File: src/rtl/mpmc10_strip_cmd_gen.sv
// mpmc10_strip_cmd_gen: issues one MIG command per strip of a multi-strip request, credit-gating writes and counting read returns.
module mpmc10_strip_cmd_gen #(
  parameter int ADDR_W   = 32,
  parameter int ADDR_INC = 8
) (
  input  logic              clk,
  input  logic              rst,
  input  logic              req,
  input  logic              req_we,
  input  logic [ADDR_W-1:0] req_adr,
  input  logic [5:0]        req_num_strips,
  output logic              busy,
  output logic              done,
  output logic [5:0]        strip_cnt,
  output logic [5:0]        num_strips,
  output logic [5:0]        rd_strip_cnt,
  input  logic              wdf_strip_done,
  input  logic              app_rdy,
  output logic              app_en,
  output logic [2:0]        app_cmd,
  output logic [ADDR_W-1:0] app_addr,
  input  logic              app_rd_data_valid
);
  typedef enum logic [1:0] {IDLE, ISSUE, WAIT_RD, DONE} state_t;
  state_t state, state_nx;
  logic [6:0] credit, credit_nx;
  logic acc, last, rd, rd_act, rd_last, inc, dec;
  always_comb begin
    acc       = app_en & app_rdy;
    last      = strip_cnt == num_strips;
    rd        = app_cmd[0];
    rd_act    = (state == ISSUE | state == WAIT_RD) & rd & app_rd_data_valid;
    rd_last   = rd_act & (rd_strip_cnt == num_strips);
    inc       = state == ISSUE & !rd & wdf_strip_done;
    dec       = state == ISSUE & !rd & acc;
    credit_nx = (inc & !dec & credit != 7'd64) ? credit + 7'd1 :
                (dec & !inc)                   ? credit - 7'd1 : credit;
    state_nx  = (state == IDLE)                 ? (req ? ISSUE : IDLE) :
                (state == DONE)                 ? IDLE :
                rd_last                         ? DONE :
                (state == ISSUE & acc & last)   ? (rd ? WAIT_RD : DONE) : state;
  end
  always_ff @(posedge clk or posedge rst)
    if (rst) state <= IDLE;
    else     state <= state_nx;
  always_ff @(posedge clk or posedge rst)
    if (rst) begin
      app_en       <= 1'b0;
      app_cmd      <= 3'b000;
      app_addr     <= '0;
      strip_cnt    <= '0;
      num_strips   <= '0;
      rd_strip_cnt <= '0;
      credit       <= '0;
    end else if (state == IDLE) begin
      app_en <= 1'b0;
      if (req) begin
        app_cmd      <= {2'b00, !req_we};
        app_addr     <= req_adr;
        num_strips   <= req_num_strips;
        strip_cnt    <= '0;
        rd_strip_cnt <= '0;
        credit       <= '0;
      end
    end else begin
      credit <= credit_nx;
      // Stay asserted through backpressure; drop after the final acceptance or when write credits run out.
      app_en <= state == ISSUE & state_nx == ISSUE & (rd | credit_nx != 7'd0);
      if (state == ISSUE & acc & !last) begin
        strip_cnt <= strip_cnt + 6'd1;
        app_addr  <= app_addr + ADDR_W'(ADDR_INC);
      end
      if (rd_act & !rd_last) rd_strip_cnt <= rd_strip_cnt + 6'd1;
    end
  assign busy = state != IDLE;
  assign done = state == DONE;
endmodule

File: config.mk
export PLATFORM = sky130hd
export DESIGN_NAME = mpmc10_strip_cmd_gen
export DESIGN_NICKNAME = d
export VERILOG_FILES = /design/src/rtl/mpmc10_strip_cmd_gen.sv
export SDC_FILE = /design/constraint.sdc
export NUM_CORES = 1
export LEC_CHECK = 0
export BUFFER_PORTS_ARGS = -buffer_cell sky130_fd_sc_hd__buf_2
export CORE_ASPECT_RATIO = 0.5
export CORE_UTILIZATION = 36
export DETAILED_ROUTE_END_ITERATION = 8
export HOLD_SLACK_MARGIN = 0.02
export PLACE_DENSITY = 0.59
export SLEW_MARGIN = 20
export SYNTH_ARGS = -nofsm -noshare
export SYNTH_HDL_FRONTEND = slang
export SYNTH_SLANG_ARGS = --single-unit
File: constraint.sdc
create_clock -name clk -period 2.86 [get_ports clk]
set_input_delay 0.429 -clock clk [delete_from_list [all_inputs] [get_ports clk]]
set_output_delay 0.429 -clock clk [all_outputs]
set_load 0.01 [all_outputs]
==> run metrics, run 1 <==
power share of the combinational group=0.401; most numerous cell on the critical path=buf_4; Worst Hold End=app_addr[1]; clock tree sinks=61; GRT Resource Usage Total=0.201; GR Overflow Total=0; Post-Synth Adder-Cell Area=0.0297; Crit path largest cell delay=0.40 ns; DR DRC count=0; largest net degree at the start of global routing=62; Final Hold Fails=0; Synth async-reset ratio=1.00; CP max FO=24; Die Ht=74.6 um; Worst Hold Depth=3; Resized cells post-CTS=0; Yosys warning count=0; post-layout util=0.468; Net Sw Power=1980 uW; first-pass GRT wire length=17.1 mm; Synth cell types=64; Critical Path RT=2.43 ns; Final Cycle Share=0.785; synthesized cell area=3790 um^2; drt total wl=10.7 mm; CP Capture Type=primary output; most frequent cells in the layout=buf_2 (98), nand2_1 (77), dfrtp_1 (61), a21oi_1 (33), o21ai_0 (32); boundary pin count=101; Compound-Gate Fraction of Synth Area=0.209; quantity of I/O buffers inserted on ports=98; reg2reg setup slack=0.74 ns; WP buf/inv=5; unrepaired setup endpoints after global routing=false; Final Cell Area=4780 um^2; CTS tree=done; Synth Register Bits=61; Placed Cells=673; reg-to-reg endpoint=app_addr[24]; HP Start=req_adr[1]; Vias=3644; Post-synth EDFFs=0; Nets=598; Pleak=0.00212 uW; register area share after synthesis=0.402; crit path time final=2.24 ns; Pins Over Slew Limit=0; Inserted Diodes=0; Synth Area in Simple Gates=0.256; Placer Congestion=0.801; ys flop type=dfrtp_1; worst slew pin tran=0.820 ns; Area Growth Syn to Fin=26.0%; largest family of logic cells by synthesized area=simple AND/OR/NAND/NOR gates; cts hold-fix bufs=0; CTS H-tree depth=3; pwr/cell area=1020 nW/um^2; initial drt markers=247; status=complete, no violations; CP delay by family, top=buffers and inverters; Switching Share=0.408; Int Power=2870 uW; post-route clock skew=0.00755 ns; clk slew on worst S/H paths=0.05 ns; routed len/inst=15.5 um; fin cells=689; Final ANT Viol Nets=0; die area=11000 um^2; worst endpoint data arrival time=1.82 ns; via-per-instance ratio=5.29; max-cap check violation count=0; TritonRoute pass-1 iters=5; Setup CP Type=reg -> out; Root Driver=clkbuf_16; Clk pwr share=0.259; Mean Syn Cell Area=8.53 um^2; Post-Synthesis Cells=445; commonest non-fill, non-tap cell in the layout=buf_2; R2R Path Start=app_addr[3]; worst min path class=in -> reg; layout cells sized above 1=0.253; Max-slew headroom=0.454; CTS buffer count=9; Setup violations, final=0; DP HPWL=7.60 mm; Worst Setup Start Kind=register; initial antenna violation count=0; Max stage delay cell, worst path=dfrtp_1; xor/xnor share of the synthesized area=0.0554; Setup TNS=0 ns; portion of netlist area occupied by mux cells=0.00792; die width=147 um; Initial Util=0.371; Post-DP Area=4440 um^2; f_max=446 MHz; crit-path cells=inv_1, ha_1, buf_4, clkinv_1, buf_4, buf_2; sequential share of power=0.340; Final Total Pwr=4860 uW; Rows=26; number of cells on the worst reg-to-reg path=6; Core ar.=10200 um^2; latest clock arrival within the worst-skew pair=0.33 ns; clock buffer depth=2; Peak VDD IR=375 uV; vias in the first global route=3276; Setup Buffers After CTS=0
power by group through the flow:
stage,clock (uW),sequential [uW],combinational (uW)
after floorplan,0,1680,1200
after global routing,1320,1710,2190
after CTS,1280,1640,1960
final,1260,1650,1950
after detailed placement,0,1650,1960
after global placement,0,1640,1940
cell type report:
| cell class | count | area (um^2) |
|---|---|---|
| fill | 1038 | 5430 |
| multi-input combinational | 352 | 2120 |
| sequential | 61 | 1530 |
| timing repair buffer | 109 | 573 |
| clock buffer | 12 | 246 |
| tap | 140 | 175 |
| clock inverter | 4 | 95.1 |
| inverter | 11 | 41.3 |
tightest hold or removal path: stages:
cell and delay, ns:
buf_2 0.07, nand2_1 0.04, nand2_1 0.05
per-stage QoR:
stage / setup slack, ns / hold slack (ns)
CTS: 0.623 / 0.283
global placement: 0.786 / 0.461
finish: 0.616 / 0.291
detailed placement: 0.766 / 0.465
floorplan: 0.918 / 0.509
global route: 0.488 / 0.290
per-layer routing:
metal,vias to the layer above,wire [um],global-route usage
li1,1811,-,-
met5,-,0,0
met2,87,4640,0.304
met3,15,640,0.0644
met4,0,131,0.0550
met1,1731,5280,0.277
how the worst max path moves through the flow:
stage	from	endpoint	slack (ns)	depth (start not counted)
after global routing	state[0]	busy	0.49	6
after detailed placement	num_strips[4]	app_addr[5]	0.77	7
after CTS	state[0]	busy	0.62	6
after floorplan	rst	app_addr[0]	0.92	1
after global placement	strip_cnt[3]	app_addr[5]	0.79	7
final	state[0]	busy	0.62	6
synthesized netlist by cell type, drive strengths merged, types with 10 or more instances:
library cell | n | area, um^2
inv | 10 | 37.5
o21ai | 43 | 219
nor2 | 22 | 85.1
a21oi | 33 | 165
nand2 | 77 | 289
clkbuf | 13 | 48.8
nand3 | 25 | 125
xnor2 | 16 | 140
nand4 | 10 | 83.8
dfrtp | 61 | 1530
nor3 | 16 | 111
state kept, by name, indices dropped and copies added, names as in the netlist:
name          count
app_en            1
strip_cnt         6
app_addr         32
state             2
app_cmd           1
num_strips        6
rd_strip_cnt      6
credit            7
kinds of logic (layout without fill, tap and decap cells):
logic type | Yosys count | count (layout)
adders and majority gates | 9 | 9
and+or+nand+nor | 186 | 186
other | 1 | 2
xor gates and xnor gates | 24 | 24
AOI/OAI and AO/OA | 128 | 128
DFF | 61 | 61
buffers and inverters | 33 | 136
muxes | 3 | 3
No activity file was read; power rests on OpenSTA's default activity.
==> run 2: changes to the inputs <==
--- a/config.mk
+++ b/config.mk
@@ -5,6 +5,7 @@
 export SDC_FILE = /design/constraint.sdc
 export NUM_CORES = 1
 export LEC_CHECK = 0
+export ABC_AREA = 1
 export BUFFER_PORTS_ARGS = -buffer_cell sky130_fd_sc_hd__buf_2
 export CORE_ASPECT_RATIO = 0.5
 export CORE_UTILIZATION = 36
==> constraint.sdc (replaced) <==
create_clock -name clk -period 2.3 [get_ports clk]
set_input_delay 0.345 -clock clk [delete_from_list [all_inputs] [get_ports clk]]
set_output_delay 0.345 -clock clk [all_outputs]
set_load 0.01 [all_outputs]
==> run 2 against run 1 <==
Core utilization shrank 0.69 points. Combinational power up 38%. Power up 28%. Sequential share of layout area is 2.0 points lower. Critical path type unchanged. First-iteration DRC count down 11%. Largest power group unchanged. Count of clock-buffer cells in the layout stayed put.
==> run metrics, run 2 <==
TritonRoute pass-1 iters=5; quantity of I/O buffers inserted on ports=98; Initial Util=0.371; Clk pwr share=0.243; Yosys top cell area share=0.372; footprint of the multi-input gates=2230 um^2; routed len/inst=14.0 um; max reg flops=32; Placer Congestion=0.879; Setup TNS=0 ns; Die Ht=77.5 um; Worst Setup Start Kind=register; Synth async-reset ratio=1.00; Net Sw Power=2720 uW; GRT Resource Usage Total=0.209; latest clock arrival within the worst-skew pair=0.34 ns; Final ANT Viol Nets=0; clk slew on worst S/H paths=0.06 ns; Critical Path RT=1.96 ns; top post-synthesis cells by area=dfrtp_1 (37%), nand2_1 (15%), inv_1 (5.4%); CP max FO=10; worst endpoint data arrival time=1.71 ns; Storage cell area=1530 um^2; CTS tree=done; Resized cells post-CTS=0; first-pass GRT wire length=19.5 mm; Fill cells=1142; Rows=27; Setup Buffers After CTS=0; Inserted Diodes=0; largest net degree at the start of global routing=38; Vias=4070; sequential share of power=0.323; commonest non-fill, non-tap cell in the layout=nand2_1; Area Growth Syn to Fin=24.3%; layout cells sized above 1=0.223; Synth cell types=34; CP Capture Type=primary output; worst slew pin tran=0.548 ns; Final Cycle Share=0.895; synthesized cell area=4100 um^2; CTS H-tree depth=3; die area=11800 um^2; crit path time final=2.06 ns; ys flop type=dfrtp_1; Post-Synthesis Cells=577; register area share after synthesis=0.372; Synth Register Bits=61; Root Driver=clkbuf_16; Core ar.=11000 um^2; most frequent cells in the layout=nand2_1 (162), buf_2 (98), dfrtp_1 (61), inv_1 (58), nor2_1 (56); post-layout util=0.461; via-per-instance ratio=4.92; DP HPWL=8.81 mm; drt total wl=11.6 mm; Switching Share=0.438; Setup CP Type=reg -> out; initial antenna violation count=0; Peak VDD IR=426 uV; vias in the first global route=4005; Largest regs=app_addr (32), credit (7); Int Power=3490 uW; clock buffer depth=2; unrepaired setup endpoints after global routing=false; Final Hold Fails=0; cell accounting for the most synthesized area=dfrtp_1; power share of the combinational group=0.435; Max-slew headroom=0.634; worst min path class=in -> async; die width=153 um; Top reg by flops=app_addr; GR Overflow Total=0; Pins Over Slew Limit=0; Setup violations, final=0; post-route clock skew=0.00885 ns; max-cap check violation count=0; Pleak=0.00258 uW; clock tree sinks=61; Post-synth EDFFs=0; f_max=486 MHz; count leader, synth=nand2_1; pwr/cell area=1220 nW/um^2; cts hold-fix bufs=0; DR DRC count=0; Commonest cells post-synth=nand2_1 (162), dfrtp_1 (61), inv_1 (59), nor2_1 (56), o21ai_0 (44); boundary pin count=101; initial drt markers=221; status=complete, no violations; Mean Syn Cell Area=7.10 um^2; CTS buffer count=9; Nets=731; Yosys warning count=0
run 2: critical path, stage by stage (launching register included):
cell and delay [ns]:
dfrtp_1 0.41, inv_1 0.06, ha_1 0.21, buf_4 0.18
inv_1 0.30, buf_2 0.21
run 2: logic make-up (layout without fill, tap and decap cells):
family	count (synthesis)	count (layout)	synth area share
simple gates	308	308	0.332
flops	61	61	0.372
fa+ha+maj	9	9	0.0275
other cells	1	2	0.000915
xor+xnor	27	27	0.0577
compound gates	90	90	0.126
buf+inv	81	185	0.0842
run 2: power groups by stage:
stage,clock [uW],combinational (uW),sequential (uW)
detailed placement,0,2720,2010
global route,1590,3080,2080
global placement,0,2690,2020
CTS,1540,2720,2010
finish,1510,2700,2000
floorplan,0,1720,2030
run 2: path summary, 6_finish.rpt:
kind,startpoint,end,slack [ns],cells past startpoint
worst max-delay path,state[0],busy,0.24,5
worst min-delay path,rst,app_cmd[0],0.05,2
worst max register to register,state[1],app_addr[15],0.33,9
worst min register to register,app_addr[2],app_addr[2],0.48,2
max in group asynchronous,rst,credit[4],1.64,3
min in group clk,req_we,app_cmd[0],0.20,2
run 2: cell type report:
cell class | count | area share
Clock buffer | 12 | 0.0504
Clock inverter | 4 | 0.0138
Inverter | 62 | 0.0457
Multi-Input combinational cell | 436 | 0.438
Sequential cell | 61 | 0.300
Tap cell | 145 | 0.0356
Timing Repair Buffer | 107 | 0.117
run 2: per-layer routing:
metal  global-route usage  routed length, um  share of wire  up-vias
li1                     -                  -              -     2079
met1                0.267               5670           0.49     1865
met2                0.341               5210           0.45      110
met3               0.0492                519          0.045       16
met4               0.0869                178          0.015        0
met5                    0                  0              0        -
run 2: per-stage QoR:
stage               setup slack (ns)  std cells  hold slack [ns]  power [uW]  instance area [um^2]
finish                         0.241        827           0.0454        6210                  5090
global route                   0.156        827            0.109        6740                  5090
CTS                            0.225        827           0.0587        6270                  5090
detailed placement             0.371        811            0.430        4730                  4770
global placement               0.435        811            0.434        4700                  4770
floorplan                      0.442        578            0.455        3750                  4100
==> run 3: changes to the inputs <==
--- a/config.mk
+++ b/config.mk
@@ -9,9 +9,11 @@
 export BUFFER_PORTS_ARGS = -buffer_cell sky130_fd_sc_hd__buf_2
 export CORE_ASPECT_RATIO = 0.5
 export CORE_UTILIZATION = 36
+export CTS_BUF_LIST = sky130_fd_sc_hd__clkbuf_4
 export DETAILED_ROUTE_END_ITERATION = 8
 export HOLD_SLACK_MARGIN = 0.02
 export PLACE_DENSITY = 0.59
+export REMOVE_ABC_BUFFERS = 1
 export SLEW_MARGIN = 20
 export SYNTH_ARGS = -nofsm -noshare
 export SYNTH_HDL_FRONTEND = slang
==> constraint.sdc (replaced) <==
create_clock -name clk -period 2.3 [get_ports clk]
set_input_delay 0.345 -clock clk [delete_from_list [all_inputs] [get_ports clk]]
set_output_delay 0.345 -clock clk [all_outputs]
set_load 0.02 [all_outputs]
==> run 3 against run 2 <==
Setup slack gained 0.031 ns. Largest cell class unchanged. First-iteration DRC count shrank 13%. Maximum frequency is 1.5% higher. Non-clock buffer count decreased by 2. Global-route usage shrank 0.86 points. Largest power group unchanged.
==> run metrics, run 3 (synthesis results as in run 2) <==
status=complete, no violations; Int Power=2790 uW; number of cells on the worst reg-to-reg path=8; Switching Share=0.509; Placed Cells=808; initial antenna violation count=1; die width=153 um; crit path time final=2.03 ns; HP Start=req_we; Final ANT Viol Nets=0; Worst Hold Depth=2; latest clock arrival within the worst-skew pair=0.41 ns; clock tree sinks=61; GRT Resource Usage Total=0.200; drt total wl=11.0 mm; layout cells sized above 1=0.219; reg2reg setup slack=0.27 ns; Die Ht=77.5 um; first-pass GRT wire length=18.8 mm; clock buffer depth=2; clk slew on worst S/H paths=0.11 ns; Pins Over Slew Limit=0; fin cells=826; die area=11800 um^2; DR DRC count=0; Pleak=0.00248 uW; Rows=27; CTS buffer count=9; WL met1=5.75 mm; CTS tree=done; routed length on met3=493 um; most frequent cells in the layout=nand2_1 (162), buf_2 (98), dfrtp_1 (61), inv_1 (58), nor2_1 (56); Vias=4026; Placer Congestion=0.905; Largest regs=app_addr (32), credit (7); TritonRoute pass-1 iters=6; Setup violations, final=0; pwr/cell area=1160 nW/um^2; Area Growth Syn to Fin=19.3%; routed wl met2=4.70 mm; post-route clock skew=0.0138 ns; R2R Path Start=state[0]; Critical Path RT=2.60 ns; post-layout util=0.443; CP Capture Type=register; GR Overflow Total=0; Final Hold Fails=0; Clk pwr share=0.132; f_max=493 MHz; power share of the combinational group=0.520; worst endpoint data arrival time=2.33 ns; boundary pin count=101; sequential share of power=0.348; Setup TNS=0 ns; vias in the first global route=3763; reg-to-reg endpoint=app_addr[22]; Initial Util=0.371; largest net degree at the start of global routing=45; via-per-instance ratio=4.87; Worst Hold End=app_cmd[0]; CTS H-tree depth=3; Setup CP Type=reg -> reg; DP HPWL=8.28 mm; routed len/inst=13.4 um; unrepaired setup endpoints after global routing=false; Nets=729; Net Sw Power=2890 uW; Final Cell Area=4890 um^2; CP max FO=22; initial drt markers=193; worst min path class=in -> reg; Root Driver=clkbuf_4; quantity of I/O buffers inserted on ports=98; Core ar.=11000 um^2; max layer used=met4; max-cap check violation count=0; Final Cycle Share=0.882; Resized cells post-CTS=0; Peak VDD IR=683 uV; commonest non-fill, non-tap cell in the layout=nand2_1; Worst Setup Start Kind=register; max reg flops=32; Top reg by flops=app_addr; Post-DP Area=4740 um^2
## run 3: cell types whose count changed in the layout (fill, tap and decap cells not counted)
cell,delta
clkbuf_16,-9
buf_4,-3
clkinvlp_4,+3
clkbuf_4,+9
diode_2,+1
dlygate4sd3_1,+1
clkbuf_8,-2
bufinv_16,-1
clkinv_1,+1
clkbuf_1,-1
## run 3: power groups by stage
stage	Clock [uW]	Sequential, uW	Combinational, uW
global route	833	2060	3310
finish	751	1980	2950
detailed placement	0	2000	2960
floorplan	0	2300	1620
CTS	787	1980	2970
global placement	0	1990	2920
## run 3: repair_timing
action	in CTS	in global routing
endpoints found under the hold margin	18	0
setup endpoints to repair	0	0
setup buffers	0	0
hold buffers	1	0
## run 3: final cells by class
class / count / area (um^2)
diodes: 1 / 2.50
well taps: 145 / 181
fillers: 1125 / 6160
clock inverters: 7 / 66.3
repair buffers: 105 / 583
clock buffers: 9 / 67.6
multi-input cells: 436 / 2230
inverters: 62 / 233
flip-flops and latches: 61 / 1530
## run 3: worst max-delay path by stage
stage | start | slack, ns | endpoint | depth (start not counted)
after floorplan | state[1] | -0.02 | app_addr[22] | 7
after global placement | state[0] | 0.38 | app_addr[22] | 8
after detailed placement | state[0] | 0.30 | app_addr[22] | 8
after CTS | state[0] | 0.26 | busy | 4
after global routing | state[1] | 0.08 | app_addr[22] | 9
final | state[0] | 0.27 | app_addr[22] | 8
## run 3: layer usage
metal  vias up  global-route usage
met4         0              0.0465
met1      1851               0.287
met5         -                   0
met2        91               0.300
met3         9              0.0497
li1       2075                   -
## run 3: critical path, cell delays in order (launching register included)
cell and delay (ns):
dfrtp_1 0.41, inv_1 0.06, ha_1 0.27, nor3_1 0.36
nand2_4 0.12, nand2_4 0.23, inv_2 0.20, a21oi_1 0.16
a21oi_1 0.08
## run 3: through the flow
stage	power [uW]	worst slack [ns]	hold WS [ns]
3_5_place_dp	4960	0.303	0.387
6_report	5680	0.271	0.103
2_1_floorplan	3920	-0.0211	0.455
3_3_place_gp	4920	0.383	0.387
4_1_cts	5730	0.263	0.0679
5_1_grt	6210	0.0765	0.0720
